## config.mk

```make
export PLATFORM = sky130hd
export DESIGN_NAME = fifo_read_adapter_flat
export DESIGN_NICKNAME = d
export VERILOG_FILES = /design/src/rtl/fifo_read_adapter_if.sv /design/src/rtl/fifo_read_adapter.sv /design/src/flat_wrapper.sv
export SDC_FILE = /design/constraint.sdc
export NUM_CORES = 1
export LEC_CHECK = 0
export BUFFER_PORTS_ARGS = -buffer_cell sky130_fd_sc_hd__buf_2
export CAP_MARGIN = 20
export CORE_ASPECT_RATIO = 0.75
export CORE_MARGIN = 5
export CORE_UTILIZATION = 52
export CTS_BUF_LIST = sky130_fd_sc_hd__clkbuf_4
export DETAILED_ROUTE_END_ITERATION = 7
export PLACE_DENSITY = 0.86
export RECOVER_POWER = 50
export SLEW_MARGIN = 25
export SYNTH_ARGS = -nofsm -noshare
export SYNTH_HDL_FRONTEND = slang
export SYNTH_SLANG_ARGS = --single-unit
export TNS_END_PERCENT = 20
```

## constraint.sdc

```tcl
create_clock -name rclk -period 1.5 [get_ports rclk]
set_input_delay 0.225 -clock rclk [delete_from_list [all_inputs] [get_ports rclk]]
set_output_delay 0.225 -clock rclk [all_outputs]
set_load 0.01 [all_outputs]
```

## src/rtl/fifo_read_adapter_if.sv

```systemverilog
// Output stream of the FIFO read adapter: valid/ready words with burst
// framing and a running delivered-word total.
interface fifo_read_adapter_if #(
  parameter int WORD = 8,
  parameter int CNTW = 16
);
  logic            out_valid;
  logic            out_ready;
  logic [WORD-1:0] out_data;
  logic            out_last;
  logic [CNTW-1:0] word_count;

  modport master (output out_valid, out_data, out_last, word_count, input out_ready);
  modport slave  (input out_valid, out_data, out_last, word_count, output out_ready);
endinterface

```

## src/rtl/fifo_read_adapter.sv

```systemverilog
// Read-side consumer for an asynchronous FIFO. Pops whenever buffer space is
// guaranteed, absorbs the FIFO's one-cycle read latency in a small circular
// buffer, and re-presents the words on a valid/ready stream.
module fifo_read_adapter #(
  parameter int WORD  = 8,
  parameter int DEPTH = 3,
  parameter int BURST = 8,
  parameter int CNTW  = 16
) (
  input  logic            rclk,
  input  logic            rst,
  input  logic            drain_en,
  input  logic            fifo_empty,
  input  logic [WORD-1:0] fifo_rdata,
  output logic            fifo_ren,
  fifo_read_adapter_if.master stream
);
  localparam int PW = (DEPTH > 1) ? $clog2(DEPTH) : 1;
  localparam int CW = $clog2(DEPTH + 2);
  localparam int BW = (BURST > 1) ? $clog2(BURST) : 1;
  localparam logic [PW-1:0] PTR_LAST  = PW'(DEPTH - 1);
  localparam logic [BW-1:0] BEAT_LAST = BW'(BURST - 1);
  localparam logic [CW-1:0] CNT_MAX   = CW'(DEPTH);

  logic [DEPTH-1:0][WORD-1:0] mem;
  logic [PW-1:0]              head, tail;
  logic [CW-1:0]              count;
  logic                       inflight;
  logic [BW-1:0]              beat;
  logic [CNTW-1:0]            word_count;
  logic                       fire;

  // Pop only when the buffer can hold every word already requested plus this
  // one; uses registered state only, so out_ready never reaches fifo_ren.
  // Reset gating keeps the FIFO from being popped while the adapter is held.
  assign fifo_ren = !rst && drain_en && !fifo_empty &&
                    ((count + CW'(inflight)) < CNT_MAX);

  assign fire              = stream.out_valid && stream.out_ready;
  assign stream.out_valid  = (count != '0);
  assign stream.out_data   = mem[head];
  assign stream.out_last   = stream.out_valid && (beat == BEAT_LAST);
  assign stream.word_count = word_count;

  // Circular buffer: capture the word popped last cycle at the tail, retire
  // the head on fire; occupancy nets both so capture+fire leaves it unchanged.
  always_ff @(posedge rclk or posedge rst) begin
    if (rst) begin
      mem      <= '0;
      head     <= '0;
      tail     <= '0;
      count    <= '0;
      inflight <= 1'b0;
    end else begin
      inflight <= fifo_ren;
      if (inflight) begin
        mem[tail] <= fifo_rdata;
        tail      <= (tail == PTR_LAST) ? '0 : tail + PW'(1);
      end
      if (fire) head <= (head == PTR_LAST) ? '0 : head + PW'(1);
      count <= count + CW'(inflight) - CW'(fire);
    end
  end

  // Frame position and delivered-word total advance once per accepted word.
  always_ff @(posedge rclk or posedge rst) begin
    if (rst) begin
      beat       <= '0;
      word_count <= '0;
    end else if (fire) begin
      beat       <= (beat == BEAT_LAST) ? '0 : beat + BW'(1);
      word_count <= word_count + CNTW'(1);
    end
  end
endmodule

```

## src/flat_wrapper.sv

```systemverilog
// flat-port wrapper written by rule: the top's interface ports become plain ports
module fifo_read_adapter_flat 
#(
  parameter int WORD  = 8,
  parameter int DEPTH = 3,
  parameter int BURST = 8,
  parameter int CNTW  = 16
)
  (rclk, rst, drain_en, fifo_empty, fifo_rdata, fifo_ren, stream_out_valid, stream_out_data, stream_out_last, stream_word_count, stream_out_ready);
  fifo_read_adapter_if #(.WORD(WORD), .CNTW(CNTW)) stream_i ();
  input  logic rclk;
  input  logic rst;
  input  logic drain_en;
  input  logic fifo_empty;
  input  logic [WORD-1:0] fifo_rdata;
  output logic fifo_ren;
  output wire logic [$bits(stream_i.out_valid)-1:0] stream_out_valid;
  output wire logic [$bits(stream_i.out_data)-1:0] stream_out_data;
  output wire logic [$bits(stream_i.out_last)-1:0] stream_out_last;
  output wire logic [$bits(stream_i.word_count)-1:0] stream_word_count;
  input wire logic [$bits(stream_i.out_ready)-1:0] stream_out_ready;
  assign stream_out_valid = stream_i.out_valid;
  assign stream_out_data = stream_i.out_data;
  assign stream_out_last = stream_i.out_last;
  assign stream_word_count = stream_i.word_count;
  assign stream_i.out_ready = stream_out_ready;
  fifo_read_adapter #(.WORD(WORD), .DEPTH(DEPTH), .BURST(BURST), .CNTW(CNTW)) u_core (.rclk(rclk), .rst(rst), .drain_en(drain_en), .fifo_empty(fifo_empty), .fifo_rdata(fifo_rdata), .fifo_ren(fifo_ren), .stream(stream_i));
endmodule
```

; Yosys cells after proc, flatten, opt, wreduce, memory -nomap -nowiden
; Cells that the tools add are included.
[totals]
input_bits = 13
reg_bits = 51
output_inout_bits = 27
[op_classes]
addsub = 6
eq_ne = 3
n_reduce_logical = 9
n_mux = 8
magnitude_cmp = 4
[op_table]
columns = operator, count
row1 = bitwise mux 24 bit, 1
row2 = "adder 16 x 1 -> 16 bit, second input constant", 1
row3 = binary-select mux 8 bit (select 2 bit), 1
row4 = demux 8 bit (select 2 bit), 1
row5 = two-way mux 8 bit, 2
row6 = logical AND 1 bit, 6
row7 = "< comparator 2 x 3 -> 1 bit, second input constant", 2
row8 = "adder 2 x 1 -> 2 bit, second input constant", 2
row9 = "equality test 2 bit, second input constant", 2
row10 = two-way mux 2 bit, 2
row11 = adder 3 x 1 -> 3 bit, 1
row12 = "adder 3 x 1 -> 3 bit, second input constant", 1
row13 = "equality test 3 bit, second input constant", 1
row14 = "< comparator 3 x 2 -> 1 bit, second input constant", 1
row15 = two-way mux 3 bit, 1
row16 = nonzero test 3 bit, 1
row17 = subtractor 3 x 1 -> 3 bit, 1
row18 = "greater-or-equal comparator 2 x 1 -> 1 bit, second input constant", 1
row19 = logical NOT 1 bit, 2

; Longest topological paths before layout
[depth]
depth_word = 5
depth_mapped = 7

; Least setup slack after synthesis
; Ideal clock, no wire load.
[synth_path]
kind = register -> register
startpoint = reg u_core.count[2]
endpoint = reg u_core.count[2]
period_less_slack_ns = 1.573
setup_ns = 0.125
t_arrival_ns = 1.447
required_ns = 1.375
path_slack_ns = -0.073
stages_incl_launch_ff = 7
path_cell_list = dfrtp_1 -> or3_4 -> nand2_8 -> inv_6 -> ha_1 -> ha_1 -> xnor2_1
[synth_between]
elab_chain_cells = 3
elab_cells_between_ends = 4
classes_between = add/sub (2) / reduce/logical (2)
[synth_rtl]
columns = item, line
row1 = start: declaration, fifo_read_adapter.sv:27  ; logic [CW-1:0] count;
row2 = start signal: assignment, fifo_read_adapter.sv:61  ; count <= count + CW'(inflight) - CW'(fire);
row3 = nonzero test 3 bit, fifo_read_adapter.sv:40  ; assign stream.out_valid = (count != '0);
row4 = named net stream_out_valid, flat_wrapper.sv:17  ; output wire logic [$bits(stream_i.out_valid)-1:0] stream_out_valid;
row5 = logical AND 1 bit, fifo_read_adapter.sv:39  ; assign fire = stream.out_valid && stream.out_ready;
row6 = named net u_core.fire, fifo_read_adapter.sv:31  ; logic fire;
row7 = subtractor 3 x 1 -> 3 bit, fifo_read_adapter.sv:61
; The timed path passes the listed nets, and every way through them passes these cells.
; A chain may end at the register's enable or synchronous reset.

; Worst setup path in the final report
[layout_path]
startpoint = reg u_core.count[0]
endpoint = out fifo_ren
[layout_between]
elab_chain_cells = 3
[layout_rtl]
columns = item, line
row1 = adder 3 x 1 -> 3 bit, fifo_read_adapter.sv:37  ; ((count + CW'(inflight)) < CNT_MAX);
row2 = < comparator 3 x 2 -> 1 bit, fifo_read_adapter.sv:37
row3 = logical AND 1 bit, fifo_read_adapter.sv:36  ; assign fifo_ren = !rst && drain_en && !fifo_empty &&
row4 = end: declaration, flat_wrapper.sv:16  ; output logic fifo_ren;
; Every way passes these cells.

==> results_dict.tcl <==
set metrics [dict create \
    drive_above_1_share 0.494 \
    fp.dieArea_um2 5880 \
    max_freq_ghz 0.535 \
    wire_per_inst_um 15.8 \
    hold_viol 0 \
    synth-edff-count 0 \
    cts_buffers 5 \
    hp-class "input port to flip-flop" \
    fin_ws_ps -369 \
    synth_nets 207 \
    yosysMostFrequentCell "dfrtp_1" \
    io_buffers 39 \
    gp_congestion 0.793 \
    synth_cells 187 \
    max_cap_viol_count 0 \
    cts_root_buf "clkbuf_4" \
    globalRouteOverflowTotal 0 \
    antenna_cells 0 \
    clk_path_buf_depth 2 \
    crit_fanout 2 \
    netlist_area_um2 2310 \
    cts.sinks 51 \
    finalPower_mw 5.19 \
    instances_no_fill 306 \
    synth_top_flop_cell "dfrtp_1" \
    path_clk_slew_ps 150 \
    grt_pass1_wl_mm 7.49 \
    skew_ps 10.3 \
    cts_htree_levels 2 \
    netlist_top_cells_count "51 x dfrtp_1, 25 x nand2_1, 24 x mux2_2" \
    rows 21 \
    grt_pass1_vias 1567 \
    hpwl_mm 3.14 \
    setup_viol 32 \
    worstMarginPinSlew_ps 681 \
    avgViaCountPerCell 5.20 \
    dpl.cell_count 291 \
    p_leak_nw 1.45 \
    drc 0 \
    required_ps 1270 \
    fin_crit_sh 1.25 \
    ir_drop_v 0.000861 \
    powerDensity_nw_per_um2 1740 \
    nets 268 \
    crit_arrival_ps 1640 \
    finalCriticalPeriod_ps 1870 \
    yosysTopAreaCell "dfrtp_1" \
    slew_viol_final 0 \
    async_reset_ff_frac 1.00 \
    die_w_um 86.9 \
    initial_utilization 0.526 \
    grt_use_total 0.170 \
    synth_top_area_frac 0.553 \
    clock_latency_ps 370 \
    avgSynthCellArea_um2 12.3 \
    num_vias 1590 \
    worstSetupPathType "flip-flop to primary output" \
    core_um2 4390 \
    antenna_found_initial 0 \
    drt-pass1-iter-count 5 \
    cp-end-kind "primary output" \
    cts_tree "built" \
    totalWireLength_mm 4.83 \
    ys_warn_count 0 \
    antenna_left 0 \
    violations "negative setup slack" \
    slew_headroom 0.546 \
    synth.distinct_cells 30 \
    ys_seq_elements 51 \
    status "finished with violations" \
    synthTopCellsByArea "dfrtp_1 55%, mux2_2 12%, xnor2_1 5.3%, nand2_1 4.1%, ha_1 3.8%" \
    grt_max_degree 52 \
    fp.dieH_um 67.7 \
    drt_iter0_markers 55 \
    ys_seq_area_frac 0.553 \
    rsz0062_at_grt "true" \
    synthToLayoutAreaGrowth_pct 29.2 \
    cp-start-kind "flip-flop" \
    io_pins 40 \
]
worst max-delay path, cell delays in order, from the launching register on:
cell	delay, ps
dfrtp_1	420
ha_2	200
ha_4	170
xnor2_4	160
o2111a_1	200
buf_2	130
per-stage QoR:
step	TNS [ps]	utilization	area (um^2)	hold slack (ps)	setup WS, ps
final	-4320	0.679	2980	101	-369
after global routing	-6460	0.679	2980	77.2	-478
after CTS	-4340	0.655	2880	81.7	-370
after detailed placement	-92.5	0.614	2700	294	-92.5
after global placement	-67.0	0.614	2700	297	-67.0
after floorplan	-7.00	-	2330	376	-7.00
layout by cell type, fill, tap and decap left out, types with 2 or more instances in the layout:
cell	count
nand2_2	2
mux2_4	7
nand4_1	4
nand3_1	2
o21ai_1	7
mux2i_1	7
or3_4	2
a21o_1	3
xor2_1	3
inv_2	2
xnor2_1	7
buf_2	37
nor2_1	4
clkbuf_4	6
buf_6	7
nor3_2	2
inv_1	5
dfrtp_1	51
nand2_1	23
nor3_1	2
mux2_2	17
xnor2_2	6
nand3_2	5
clkinv_1	2
buf_4	12
ha_1	3
ha_4	3
layout make-up:
class | instances | area, um^2
Multi-Input combinational cell | 122 | 1140
Sequential cell | 51 | 1280
Fill cell | 326 | 1410
Clock inverter | 3 | 20.0
Tap cell | 57 | 71.3
Timing Repair Buffer | 59 | 392
Clock buffer | 5 | 37.5
Inverter | 9 | 41.3
power breakdown:
part	internal, mW	switching (mW)	total (mW)
clock	0.181	0.433	0.614
combinational	1.23	1.05	2.28
sequential	1.89	0.404	2.30
state kept, by name, indices dropped and copies added, names as in the netlist:
register and flops:
u_core.count 3, u_core.head 2, u_core.tail 2, u_core.mem 24
u_core.beat 3, u_core.stream.word_count 16, u_core.inflight 1
metal layers:
layer,wire length (um),GRT usage,vias up
met3,199,0.0427,11
met1,2150,0.216,788
li1,-,-,761
met5,0,0,-
met4,125,0.0895,0
met2,2350,0.272,30
final timing paths:
path / from / slack [ps] / cells after the start / end
min in group asynchronous: rst / 590 / 4 / u_core.inflight$_DFF_PP0_
min: fifo_rdata[0] / 100 / 2 / u_core.mem[0]$_DFFE_PP0P_
max: u_core.count[0]$_DFF_PP0_ / -370 / 5 / fifo_ren
min reg2reg: u_core.stream.word_count[13]$_DFFE_PP0P_ / 500 / 1 / u_core.stream.word_count[13]$_DFFE_PP0P_
max in group asynchronous: rst / 450 / 4 / u_core.mem[6]$_DFFE_PP0P_
max reg2reg: u_core.count[0]$_DFF_PP0_ / -200 / 8 / u_core.count[1]$_DFF_PP0_
what timing repair did:
action | CTS | global route
hold buffers | 1 | 0
gates cloned | 0 | 1
endpoints found under the hold margin | 51 | 0
setup buffers | 3 | 2
setup endpoints to repair | 13 | 42
pin swaps | 12 | 2
resized for setup | 27 | 23
cells by family (layout without fill, tap and decap cells):
logic type / Yosys count / in the layout / share of synthesized area
AO/OA/AOI/OAI: 13 / 13 / 0.0342
buffers and inverters: 14 / 76 / 0.0287
XOR/XNOR: 17 / 17 / 0.0645
multiplexers: 32 / 32 / 0.152
adder cells (fa/ha/maj): 7 / 7 / 0.0380
AND/OR/NAND/NOR: 53 / 53 / 0.130
flip-flops: 51 / 51 / 0.553
Note: power is estimated with default switching activity, not from simulation.
